<file path="src/rtl/z_fetch.sv">
`default_nettype none
// ============================================================================
//  Module      : z_fetch
//  Description : Instruction-fetch unit. Owns the PC, fetches one word per
//                instruction over a req/ack handshake and holds it for decode.
//  Revision    : 1.0  initial release
// ============================================================================
module z_fetch #(
    parameter logic [31:0] RESET_PC = 32'h0000_0000
) (
    input  logic        clk,
    input  logic        rst,
    output logic        imem_req,
    output logic [31:0] imem_addr,
    input  logic        imem_ack,
    input  logic [31:0] imem_rdata,
    input  logic [31:0] next_pc,
    input  logic        advance,
    output logic [31:0] pc,
    output logic [31:0] inst,
    output logic        inst_valid,
    output logic        fault,
    output logic [31:0] fetch_count
);

    localparam logic [1:0] S_IDLE  = 2'd0;
    localparam logic [1:0] S_FETCH = 2'd1;
    localparam logic [1:0] S_HOLD  = 2'd2;
    localparam logic [1:0] S_FAULT = 2'd3;

    // A misaligned reset vector would fault on the very first fetch.
    if (RESET_PC[1:0] != 2'b00) begin : g_bad_reset_pc
        $error("z_fetch: RESET_PC must be word-aligned");
    end

    logic [1:0]  r_state;
    logic [1:0]  w_state_next;
    logic        w_capture;
    logic        w_load_pc;
    logic [31:0] r_pc;
    logic [31:0] r_inst;
    logic        r_inst_valid;
    logic [31:0] r_fetch_count;

    always_comb begin
        w_state_next = r_state;
        w_capture    = 1'b0;
        w_load_pc    = 1'b0;
        case (r_state)
            S_IDLE: begin
                w_state_next = S_FETCH;
            end
            S_FETCH: begin
                if (imem_ack) begin
                    w_capture    = 1'b1;
                    w_state_next = S_HOLD;
                end
            end
            S_HOLD: begin
                if (advance) begin
                    w_load_pc    = 1'b1;
                    w_state_next = (next_pc[1:0] != 2'b00) ? S_FAULT : S_FETCH;
                end
            end
            S_FAULT: begin
                w_state_next = S_FAULT;
            end
            default: begin
                w_state_next = S_IDLE;
            end
        endcase
    end

    always_ff @(posedge clk) begin
        if (rst) begin
            r_state <= S_IDLE;
        end else begin
            r_state <= w_state_next;
        end
    end

    always_ff @(posedge clk) begin
        if (rst) begin
            r_pc          <= RESET_PC;
            r_inst        <= 32'h0000_0000;
            r_inst_valid  <= 1'b0;
            r_fetch_count <= 32'h0000_0000;
        end else begin
            if (w_capture) begin
                r_inst        <= imem_rdata;
                r_inst_valid  <= 1'b1;
                r_fetch_count <= r_fetch_count + 32'd1;
            end
            // The faulting target is still loaded so it stays visible on pc.
            if (w_load_pc) begin
                r_pc         <= next_pc;
                r_inst_valid <= 1'b0;
            end
        end
    end

    assign imem_req    = (r_state == S_FETCH);
    assign imem_addr   = r_pc;
    assign pc          = r_pc;
    assign inst        = r_inst;
    assign inst_valid  = r_inst_valid;
    assign fault       = (r_state == S_FAULT);
    assign fetch_count = r_fetch_count;

endmodule
`default_nettype wire

</file>
<file path="config.mk">
export PLATFORM = sky130hd
export DESIGN_NAME = z_fetch
export DESIGN_NICKNAME = d
export VERILOG_FILES = /design/src/rtl/z_fetch.sv
export SDC_FILE = /design/constraint.sdc
export NUM_CORES = 1
export LEC_CHECK = 0
export BUFFER_PORTS_ARGS = -buffer_cell sky130_fd_sc_hd__buf_2
export CAP_MARGIN = 30
export CORE_ASPECT_RATIO = 1.25
export CORE_MARGIN = 3
export CORE_UTILIZATION = 40
export DETAILED_ROUTE_END_ITERATION = 12
export PLACE_DENSITY_LB_ADDON = 0.3
export REMOVE_ABC_BUFFERS = 1
export SLEW_MARGIN = 25
export SYNTH_ARGS = -nofsm -noshare
export SYNTH_HDL_FRONTEND = slang
export SYNTH_SLANG_ARGS = --single-unit
</file>
<file path="constraint.sdc">
create_clock -name clk -period 5.07 [get_ports clk]
set_clock_uncertainty 0.05 [all_clocks]
set_input_delay 0.507 -clock clk [delete_from_list [all_inputs] [get_ports clk]]
set_output_delay 0.507 -clock clk [all_outputs]
set_load 0.03 [all_outputs]
</file>
# Word-level counts from Yosys, hierarchy flattened
# Index checks and enable logic that the tools add are counted.
# totals
regBits	99
latchBits	0
mem_bits_rw	0
mem_bits_ro	0
in_bits	68
output_inout_bits	131
word_cells	23
mem_count	0
# classes
addsub	1
n_mul	0
div	0
order_cmp	0
n_eq_ne	5
n_shift	0
mux	8
bitwise	0
reduce_logical	4
# op_table
op	n
adder 32 x 1 -> 32 bit (second input constant)	1
case mux 2 bit (4 select lines)	1
2-to-1 mux 2 bit	3
== test 2 bit (second input constant)	2
2-to-1 mux 1 bit	4
== test 2 x 1 -> 1 bit (second input constant)	1
zero test 2 bit	1
inequality test 2 x 1 -> 1 bit (second input constant)	1
inequality test 2 bit (second input constant)	1
AND reduction 2 bit	1
nonzero test 2 bit	1
OR reduction 2 bit	1

# Longest topological paths before layout
# Gate-level depths: netlist (run 1).
# depth
ltp_word	4
mapped_depth	6
mapped_depth_nobuf	5

# Least setup slack after synthesis (run 1)
# No wires, ideal clock.
# synth_path
kind	reg-to-reg
startpoint	register r_fetch_count[0], in the netlist fetch_count[0]
endpoint	register r_fetch_count[30], in the netlist fetch_count[30]
setup_ns	0.070
t_arrival_ns	2.157
required_time_ns	4.950
path_slack_ns	2.792
stages_incl_launch_ff	7
n_path_buf	1
synth_period_minus_slack_ns	2.278
path_cell_list	dfxtp_1 -> ha_1 -> nand2_1 -> or4_1 -> buf_2 -> or4_1 -> a21oi_1
# synth_via
elab_chain_cells	1
# synth_lines
element	line_no	text
start: declaration	43	logic [31:0] r_fetch_count;
start signal: assignment	92	r_fetch_count <= r_fetch_count + 32'd1;
adder 32 x 1 -> 32 bit	92	
# No other way between the ends.
# A chain may end at the register's enable or synchronous reset.

# Final worst setup path (run 1)
# layout_path
startpoint	register r_state[0]
endpoint	register r_fetch_count[30], in the netlist fetch_count[30]
# layout_via
elab_chain_cells	2
# layout_lines
element	line_no	text
start: declaration	36	logic [1:0] r_state;
start signal: assignment	78	r_state <= w_state_next;
== test 2 x 1 -> 1 bit	49	case (r_state)
2-to-1 mux 1 bit	49	
# No other way between the ends.

==> out/metrics.yaml, run 1 <==
logic_synthesis:
  syn_avg_cell_area_um2: 8.070
  yosysSeqAreaShare_pct: 48.25
  synth_cells: 509
  synth_seq_cells: 99
  synthArstFlopShare_pct: 0
  synthDistinctLibCells: 35
  synth_edf_count: 0
  synth_top_flop_cell: "dfxtp_1"
  netlist_area_um2: 4108
  synth.yosys.warnings: 0
critical_path:
  crit_path_frequent_cell: "or4_1"
  crit_slowest_cell: "or4_1"
  critPathRequiredTime_ns: 5.28
  cp_num_buf_inv: 0
  slowest_delay_ns: 0.79
  cp-start-kind: "flop"
  critPathMaxFanout: 36
  ff2ff_setup_slack_ns: 2.49
  r2r-end: "fetch_count[30]"
  path_cells: "nand3b_4 -> or4_1 -> or4_1 -> a21oi_1"
  reg2reg_from: "r_state[0]"
  end_kind: "flop"
  crit_family: "simple AND/OR/NAND/NOR gates"
  crit_arrival_ns: 2.80
  crit_cells: 4
  crit_type: "flop to flop"
  ff2ff_path_depth: 4
finish:
  drive_above_1_share_pct: 33.18
  nets: 725
  antenna-diode-count: 0
  syn_to_final_growth_pct: 26.90
drt:
  drt_wl_total_um: 10860
  drtIter0Drc: 139
  viasPerCell: 4.995
  num_vias: 3926
  route.detailed.drc: 0
  antenna_left: 0
  wl_per_cell_um: 13.82
  firstDrtPassIters: 4
global_routing:
  grt_usage_pct: 18.08
  grt_pass1_vias: 3590
  grt_pass1_wl_um: 17210
  antenna_found_initial: 0
  grt_max_degree: 106
  grt-ovfl-total: 0
hold_path:
  hold_path_class: "input pin to flop"
  hold_path_depth: 3
  hold-path-endpoint: "imem_addr[31]"
  min_from: "next_pc[31]"
sta:
  grt_setup_unrepaired: "no"
  setup_slack_ns: 2.487
  finalHoldViolations: 0
  fmax_mhz: 387.1
  drv_slew: 0
  max_slew.worst_pin.slew_ns: 0.7802
  fin_crit_sh_pct: 50.95
  post-route-min-period_ns: 2.583
  final.setup.tns_ns: 0
  slew_headroom_pct: 47.98
  setup_viol: 0
power_and_ir_drop:
  ir_drop_uv: 241.7
  leakage_uw: 0.002369
  p_total_uw: 1674
  power_density_nw_per_um2: 321.2
clock_network:
  cts_tree: "built"
  htreeDepth: 3
  ctsHoldBuffers: 0
  numCtsBuffers: 9
  ctsResizeCount: 0
  clk_latency_ns: 0.34
  cts_setup_buffers: 0
  root_buffer: "clkbuf_16"
  clk_pin_slew_ns: 0.07
  clk_path_buf_depth: 2
  clkSinkCount: 99
status:
  status: "complete, no violations"
place:
  dp_slack_ns: 2.442
  dp_hpwl_um: 7944
  io_buffers: 198
  gp_congestion: 0.7679
run:
  max-cap-violations: 0
floorplanning:
  die_area_um2: 11530
  start_util_pct: 41.88
  die_y_um: 119.3
  die_x_um: 96.64
  rows: 40
  design.core.area_um2: 9809
  ioPinCount: 199
worst reg2reg max path, delay by kind of cell, from the launching register on:
family,cells,cell delay [ns]
flops,1,0.57
compound gates,1,0.16
simple gates,3,1.73
metrics by stage:
stage / std cells / util (%) / cell area (um2) / hold slack (ns)
global route: 786 / 53.14 / 5213 / 0.3455
finish: 786 / 53.14 / 5213 / 0.3504
detailed placement: 771 / 50.01 / 4906 / 0.3953
floorplan: 445 / - / 3735 / 0.5001
CTS: 786 / 53.10 / 5209 / 0.3406
global placement: 770 / 49.89 / 4893 / 0.3902
cell families after synthesis:
group | Yosys count | share of synthesized area [%]
compound gates | 97 | 12.31
xor+xnor | 10 | 2.132
fa+ha+maj | 1 | 0.3046
buf+inv | 71 | 9.717
flops | 99 | 48.25
mux | 6 | 1.645
simple gates | 225 | 25.65
how the worst max path moves through the flow:
stage	from	endpoint
finish	r_state[0]	fetch_count[30]
detailed placement	imem_ack	fetch_count[30]
CTS	r_state[0]	fetch_count[30]
floorplan	fetch_count[0]	fetch_count[30]
global placement	imem_ack	fetch_count[28]
global route	r_state[0]	fetch_count[28]
cells in the mapped netlist (2+ instances only):
library cell,instances,area (um2)
buf_1,5,18.77
nor3_1,8,40.04
nor4_1,3,18.77
inv_1,7,26.28
nor2b_1,6,37.54
o31ai_1,7,52.55
or4_1,13,97.59
o21ai_0,8,40.04
xnor2_1,6,52.55
a21oi_1,81,405.4
nand4_1,6,37.54
nand2_1,142,533.0
and3b_1,2,17.52
nor2_1,19,71.32
dfxtp_1,99,1982
mux2_1,6,67.56
buf_4,32,240.2
clkbuf_1,22,82.58
xor2_1,4,35.03
or3_1,8,50.05
buf_2,4,20.02
nand3_1,8,40.04
cell usage in the layout, fill, tap and decap left out, drive strengths merged, types with 2 or more instances in the layout:
cell / synthesis / layout
nand4: 7 / 7
mux2: 6 / 6
nand3b: 2 / 2
nor3: 8 / 8
xor2: 4 / 4
o21ai: 8 / 8
dfxtp: 99 / 99
and3b: 2 / 2
inv: 7 / 8
nand2: 142 / 142
buf: 42 / 200
nor2: 19 / 19
xnor2: 6 / 6
nor2b: 6 / 6
a21oi: 81 / 81
or3: 8 / 8
o31ai: 7 / 7
nor4: 3 / 3
nand3: 8 / 8
clkbuf: 22 / 12
or4: 13 / 13
sequential cells by signal (all words and copies together) (netlist names):
| signal | flops |
|---|---|
| fetch_count | 32 |
| inst | 32 |
| inst_valid | 1 |
| imem_addr | 32 |
| r_state | 2 |
power breakdown:
group | internal (uW) | switching, uW | leakage [uW]
sequential | 799 | 15.9 | 0.000802
clock | 409 | 281 | 0.000145
combinational | 55.1 | 115 | 0.00142
area by class of cell:
class                   count  area [um2]
flip-flops and latches     99        1982
repair buffers            200        1016
clock inverters             3       46.29
fillers                   979        4597
clock buffers              12       256.5
well taps                 126       157.7
multi-input cells         339        1728
inverters                   7       26.28
per-layer routing:
metal | up-vias | part of all wire [%] | GRT usage [%]
li1 | 1960 | - | -
met1 | 1786 | 40 | 21.11
met2 | 163 | 49 | 31.00
met3 | 17 | 8.0 | 5.214
met4 | 0 | 2.2 | 7.375
met5 | - | 0 | 0
Power figures use the tool's default switching activity.
==> run 2, diff against run 1 <==
clock period = 2.2 ns   (was 5.07 ns; I/O delays follow)
==> out/metrics.yaml, run 2 (same netlist as run 1, synthesis figures left out) <==
status:
  status: "complete, no violations"
drt:
  route.detailed.drc: 0  # unchanged
  num_vias: 4005  # +2.0%
  viasPerCell: 4.988  # -0.15%
  antenna_left: 0  # unchanged
  drtIter0Drc: 119  # -14%
  wl_per_cell_um: 14.05  # +1.7%
  drt_wl_total_um: 11290  # +3.9%
  firstDrtPassIters: 5  # +1
finish:
  nets: 741  # +2.2%
  mostFrequentLayoutCell: "buf_2"
  post-route-cell-area_um2: 5353  # +2.7%
  antenna-diode-count: 0  # unchanged
  fillers: 987  # +0.82%
  post-route-util_pct: 54.57  # +1.4 points
  syn_to_final_growth_pct: 30.31
  drive_above_1_share_pct: 35.60  # +2.4 points
  final_cell_mix: "197 x buf_2, 142 x nand2_1, 99 x dfxtp_1, 81 x a21oi_1"
critical_path:
  cp-start-kind: "flop"
  end_kind: "flop"
  cp_num_buf_inv: 0  # unchanged
  critPathMaxFanout: 14  # -61%
  crit_cells: 4  # unchanged
  crit_type: "flop to flop"
  slowest_delay_ns: 0.61  # -0.18 ns
  path_cells: "nand4_1 -> or4_4 -> or4_1 -> a21oi_1"
  ff2ff_path_depth: 4  # unchanged
  crit_family: "simple AND/OR/NAND/NOR gates"
  crit_arrival_ns: 2.25  # -0.55 ns
  crit_slowest_cell: "or4_4"
  critPathRequiredTime_ns: 2.41  # -2.87 ns
sta:
  slew_headroom_pct: 67.38  # +19 points
  fin_crit_sh_pct: 92.81  # +42 points
  post-route-min-period_ns: 2.042  # -0.5413 ns
  fmax_mhz: 489.8  # +27%
  grt_setup_unrepaired: "yes"
  finalHoldViolations: 0  # unchanged
  drv_slew: 0  # unchanged
  max_slew.worst_pin.slew_ns: 0.4894  # -0.2909 ns
  setup_viol: 0  # unchanged
  final.setup.tns_ns: 0  # unchanged
global_routing:
  grt-ovfl-total: 0  # unchanged
  grt_max_degree: 49  # -54%
  antenna_found_initial: 0  # unchanged
  grt_pass1_vias: 3747  # +4.4%
  grt_use_met2_pct: 33.12  # +2.1 points
  grt_pass1_wl_um: 18160  # +5.5%
  grtUsageMet3_pct: 5.331  # +0.12 points
  grt_use_met1_pct: 22.27  # +1.2 points
  grt.busiest_layer: "met2"
  grt_usage_pct: 18.89  # +0.81 points
floorplanning:
  ioPinCount: 199  # unchanged
  die_x_um: 96.64  # unchanged
  die_y_um: 119.3  # unchanged
  rows: 40  # unchanged
  die_area_um2: 11530  # unchanged
  design.core.area_um2: 9809  # unchanged
  start_util_pct: 41.88  # unchanged
place:
  io_buffers: 198  # unchanged
  dp_hpwl_um: 8421  # +6.0%
  gp_congestion: 0.7946  # +3.5%
  place_area_um2: 5021  # +2.3%
hold_path:
  hold_path_depth: 3  # unchanged
  hold_path_class: "input pin to flop"
clock_network:
  htreeDepth: 3  # unchanged
  cts_setup_buffers: 0  # unchanged
  numCtsBuffers: 9  # unchanged
  clk_pin_slew_ns: 0.07  # about the same
  ctsHoldBuffers: 0  # unchanged
  clk_path_buf_depth: 2  # unchanged
  cts_tree: "built"
  clk_latency_ns: 0.33  # about the same
  root_buffer: "clkbuf_16"
  clkSinkCount: 99  # unchanged
run:
  max-cap-violations: 0  # unchanged
power_and_ir_drop:
  power_density_nw_per_um2: 728.0  # +130%
  ir_drop_uv: 427.4  # +77%
  p_total_uw: 3897  # +130%
  leakage_uw: 0.002455  # +3.6%
## run 2: cell types whose count changed in the layout (fill, tap and decap cells not counted)
cell	delta
and3b_1	+1
and3b_2	-1
buf_4	+18
buf_6	-2
clkbuf_1	-1
clkbuf_8	-1
clkinv_4	+1
clkinvlp_4	+1
inv_6	+1
nor4_1	-1
nor4_2	+1
or4_1	-4
or4_4	+4
## run 2: power by group
group          total [uW]  leakage [uW]  internal [uW]  switching [uW]
sequential           1870      0.000802           1840            29.1
combinational         414       0.00151            138             276
clock                1610      0.000146            923             691
total                3900       0.00245           2900             996
## run 2: cell type report
type                            instances  area, um2  area share (%)
Tap cell                              126      157.7           2.945
Clock inverter                          6      71.32           1.332
Inverter                                7      26.28          0.4909
Clock buffer                           10      239.0           4.465
Multi-Input combinational cell        339       1748           32.66
Timing Repair Buffer                  216       1129           21.08
Sequential cell                        99       1982           37.03
## run 2: worst paths after layout
check	start	to	slack (ns)
worst max-delay path	fetch_count[12]	fetch_count[31]	0.16
worst min-delay path	imem_rdata[22]	inst[22]	0.06
worst max register to register	fetch_count[12]	fetch_count[31]	0.16
worst min register to register	inst[29]	inst[29]	0.40
## run 2: repair_timing
| item | in CTS | in global routing |
|---|---|---|
| resized for setup | 0 | 5 |
| endpoints found under the hold margin | 0 | 0 |
| endpoints found under the setup margin | 0 | 13 |
## run 2: worst reg2reg max path, cell delays in order (launching register included)
cell	delay, ns
dfxtp_1	0.42
nand4_1	0.22
or4_4	0.61
or4_1	0.53
a21oi_1	0.15
## run 2: metal layers
metal / wire length, um / part of all wire (%)
met5: 0 / 0
met4: 158 / 1.4
met3: 809 / 7.2
met2: 5792 / 51
met1: 4527 / 40
## run 2: through the flow
stage	instances	hold slack [ns]	setup slack (ns)
final	803	0.06331	0.1582
after global routing	803	0.05139	-0.002953
after CTS	803	0.04932	0.04047
after detailed placement	787	0.3935	0.06021
after global placement	787	0.3889	0.09493
after floorplan	445	0.2391	-0.07951
==> run 3, diff against run 2 <==
ABC_AREA = 1   (was unset)
CAP_MARGIN = unset   (was 30)
==> out/metrics.yaml, run 3 <==
critical_path:
  crit_arrival_ns: 1.94  # -0.31 ns
  crit_type: "flop to flop"
  critPathRequiredTime_ns: 2.43  # +0.02 ns
  cp-start-kind: "flop"
  end_kind: "flop"
  critPathMaxFanout: 5  # -9
  ff2ff_path_depth: 9  # +5
drt:
  num_vias: 4458  # +11%
  drtIter0Drc: 189  # +59%
  viasPerCell: 4.883  # -2.1%
  wl_per_cell_um: 13.40  # -4.6%
  firstDrtPassIters: 5  # unchanged
  drt_wl_total_um: 12240  # +8.4%
  antenna_left: 0  # unchanged
  route.detailed.drc: 0  # unchanged
clock_network:
  clk_latency_ns: 0.34  # about the same
  ctsHoldBuffers: 0  # unchanged
  clkSinkCount: 99  # unchanged
  htreeDepth: 3  # unchanged
  clk_pin_slew_ns: 0.07  # about the same
  cts_tree: "built"
  ctsResizeCount: 0  # unchanged
  root_buffer: "clkbuf_16"
  cts_setup_buffers: 0  # unchanged
  numCtsBuffers: 9  # unchanged
  clk_path_buf_depth: 2  # unchanged
floorplanning:
  die_area_um2: 12260  # +6.4%
  rows: 42  # +5.0%
  start_util_pct: 41.11  # -0.77 points
  die_x_um: 99.66  # +3.1%
  die_y_um: 123.1  # +3.2%
  design.core.area_um2: 10670  # +8.7%
  ioPinCount: 199  # unchanged
global_routing:
  grt_pass1_vias: 4293  # +15%
  grt_pass1_wl_um: 19730  # +8.7%
  grt-ovfl-total: 0  # unchanged
  grt_usage_pct: 19.93  # +1.0 points
  grt_max_degree: 57  # +16%
  antenna_found_initial: 0  # unchanged
logic_synthesis:
  synth_top_area_cell: "dfxtp_1"
  synth_xor_xnor_area_share_pct: 0.3994  # -1.7 points
  synth_top_family_by_area: "simple AND/OR/NAND/NOR gates"
  yosysSeqAreaShare_pct: 45.19  # -3.1 points
  synth_cells: 618  # +21%
  synth_seq_cells: 99  # unchanged
  synth_edf_count: 0  # unchanged
  synthMuxAreaShare_pct: 0  # -1.6 points
  synthDistinctLibCells: 30  # -14%
  synthArstFlopShare_pct: 0  # unchanged
  netlist_top_cells_area: "dfxtp_1 45%, nand2_1 11%, nor2_1 11%"
  syn_avg_cell_area_um2: 7.096  # -12%
  synth_top_area_share_pct: 45.19  # -3.1 points
  synthAdderAreaFrac_pct: 0.2853  # -0.019 points
  synth-compound-area-share_pct: 11.16  # -1.2 points
  synth_top_flop_cell: "dfxtp_1"
  synth.yosys.warnings: 0  # unchanged
  synth-simple-area-share_pct: 30.73  # +5.1 points
  netlist_area_um2: 4385  # +6.8%
  synth_common_cells: "134 x nand2_1, 125 x nor2_1, 99 x dfxtp_1"
  synth.most_common_cell: "nand2_1"
sta:
  setup_viol: 0  # unchanged
  grt_setup_unrepaired: "no"
  max_slew.worst_pin.slew_ns: 0.5326  # +0.04323 ns
  slew_headroom_pct: 64.49  # -2.9 points
  fin_crit_sh_pct: 77.72  # -15 points
  hold_ws_ns: 0.05291  # -0.01040 ns
  fmax_mhz: 584.8  # +19%
  finalHoldViolations: 0  # unchanged
  final.setup.tns_ns: 0  # unchanged
  post-route-min-period_ns: 1.710  # -0.3319 ns
  drv_slew: 0  # unchanged
power_and_ir_drop:
  power_density_nw_per_um2: 760.0  # +4.4%
  switching_share_pct: 27.17  # +1.6 points
  leakage_uw: 0.002741  # +12%
  power_frac_comb_pct: 13.9  # +3.3 points
  p_switching_uw: 1147  # +15%
  intPower_uw: 3074  # +6.0%
  p_seq_share_pct: 45.4  # -2.6 points
  clkPwrFrac_pct: 40.7  # -0.7 points
  ir_drop_uv: 364.6  # -15%
place:
  io_buffers: 198  # unchanged
  dp_hpwl_um: 9104  # +8.1%
  gp_congestion: 0.8102  # +2.0%
finish:
  antenna-diode-count: 0  # unchanged
  drive_above_1_share_pct: 30.47  # -5.1 points
  mostFrequentLayoutCell: "buf_2"
  final_cell_mix: "198 x buf_2, 134 x nand2_1, 125 x nor2_1, 99 x dfxtp_1, 46 x a21oi_1"
  nets: 845  # +14%
  syn_to_final_growth_pct: 26.65
status:
  status: "complete, no violations"
hold_path:
  hold_path_class: "input pin to flop"
  hold_path_depth: 3  # unchanged
run:
  max-cap-violations: 0  # unchanged
==> run 3: changes by cell type in the layout (fill, tap and decap cells not counted), sizes merged, moves of 7 or more <==
cell   delta
nand3    +22
inv      +39
or4      -13
o31ai     -7
nor2    +116
or3       -8
a21oi    -35
o21ai    +34
buf      -12
==> run 3: cells by family (layout without fill, tap and decap cells) <==
kind of cell,count (synthesis),in the layout
buffers and inverters,104,267
flip-flops,99,99
AND/OR/NAND/NOR,317,317
XOR/XNOR,2,2
AO/OA/AOI/OAI,95,95
adder cells (fa/ha/maj),1,1
==> run 3: layout make-up <==
| class | instances | area [um2] |
|---|---|---|
| repair buffers | 204 | 1036 |
| multi-input cells | 415 | 1867 |
| fillers | 1067 | 5114 |
| clock buffers | 11 | 242.7 |
| inverters | 47 | 176.4 |
| flip-flops and latches | 99 | 1982 |
| clock inverters | 5 | 85.08 |
| well taps | 132 | 165.2 |
==> run 3: path summary, 6_finish.rpt <==
kind                                     start              end  slack (ns)
worst min register to register        inst[17]         inst[17]        0.42
worst max register to register  fetch_count[1]  fetch_count[28]        0.49
worst max-delay path            fetch_count[1]  fetch_count[28]        0.49
worst min-delay path               next_pc[17]    imem_addr[17]        0.05
==> run 3: per-layer routing <==
| metal | vias to the layer above | share of wire [%] | wire length, um | global-route usage [%] |
|---|---|---|---|---|
| met5 | - | 0 | 0 | 0 |
| met2 | 160 | 53 | 6479 | 38.11 |
| li1 | 2240 | - | - | - |
| met4 | 0 | 1.8 | 217 | 8.284 |
| met3 | 15 | 6.6 | 808 | 3.837 |
| met1 | 2043 | 39 | 4731 | 21.17 |
==> run 3: critical path, cell delays in order, from the launching register on <==
cell,delay [ns]
dfxtp_1,0.42
ha_1,0.23
inv_1,0.07
nor2_1,0.27
nand3_1,0.14
nor2_2,0.19
nand3_1,0.10
nand2_1,0.07
inv_1,0.03
nor2_1,0.09
==> run 3: power groups by stage <==
stage               clock [uW]  sequential [uW]  combinational (uW)
floorplan                    0             2160                 148
global placement             0             1950                 587
detailed placement           0             1960                 593
CTS                       1750             1920                 594
global route              1820             1930                 635
finish                    1720             1920                 588
==> run 3: per-stage QoR <==
stage / cells / worst slack (ns) / util (%) / instance area (um2) / total power (uW)
after global placement: 897 / 0.6025 / 48.99 / 5226 / 2540
final: 913 / 0.4901 / 52.06 / 5554 / 4221
after detailed placement: 897 / 0.5477 / 48.99 / 5226 / 2548
after floorplan: 561 / 0.3010 / - / 4025 / 2307
after global routing: 913 / 0.3066 / 52.06 / 5554 / 4384
after CTS: 913 / 0.4890 / 52.06 / 5554 / 4262
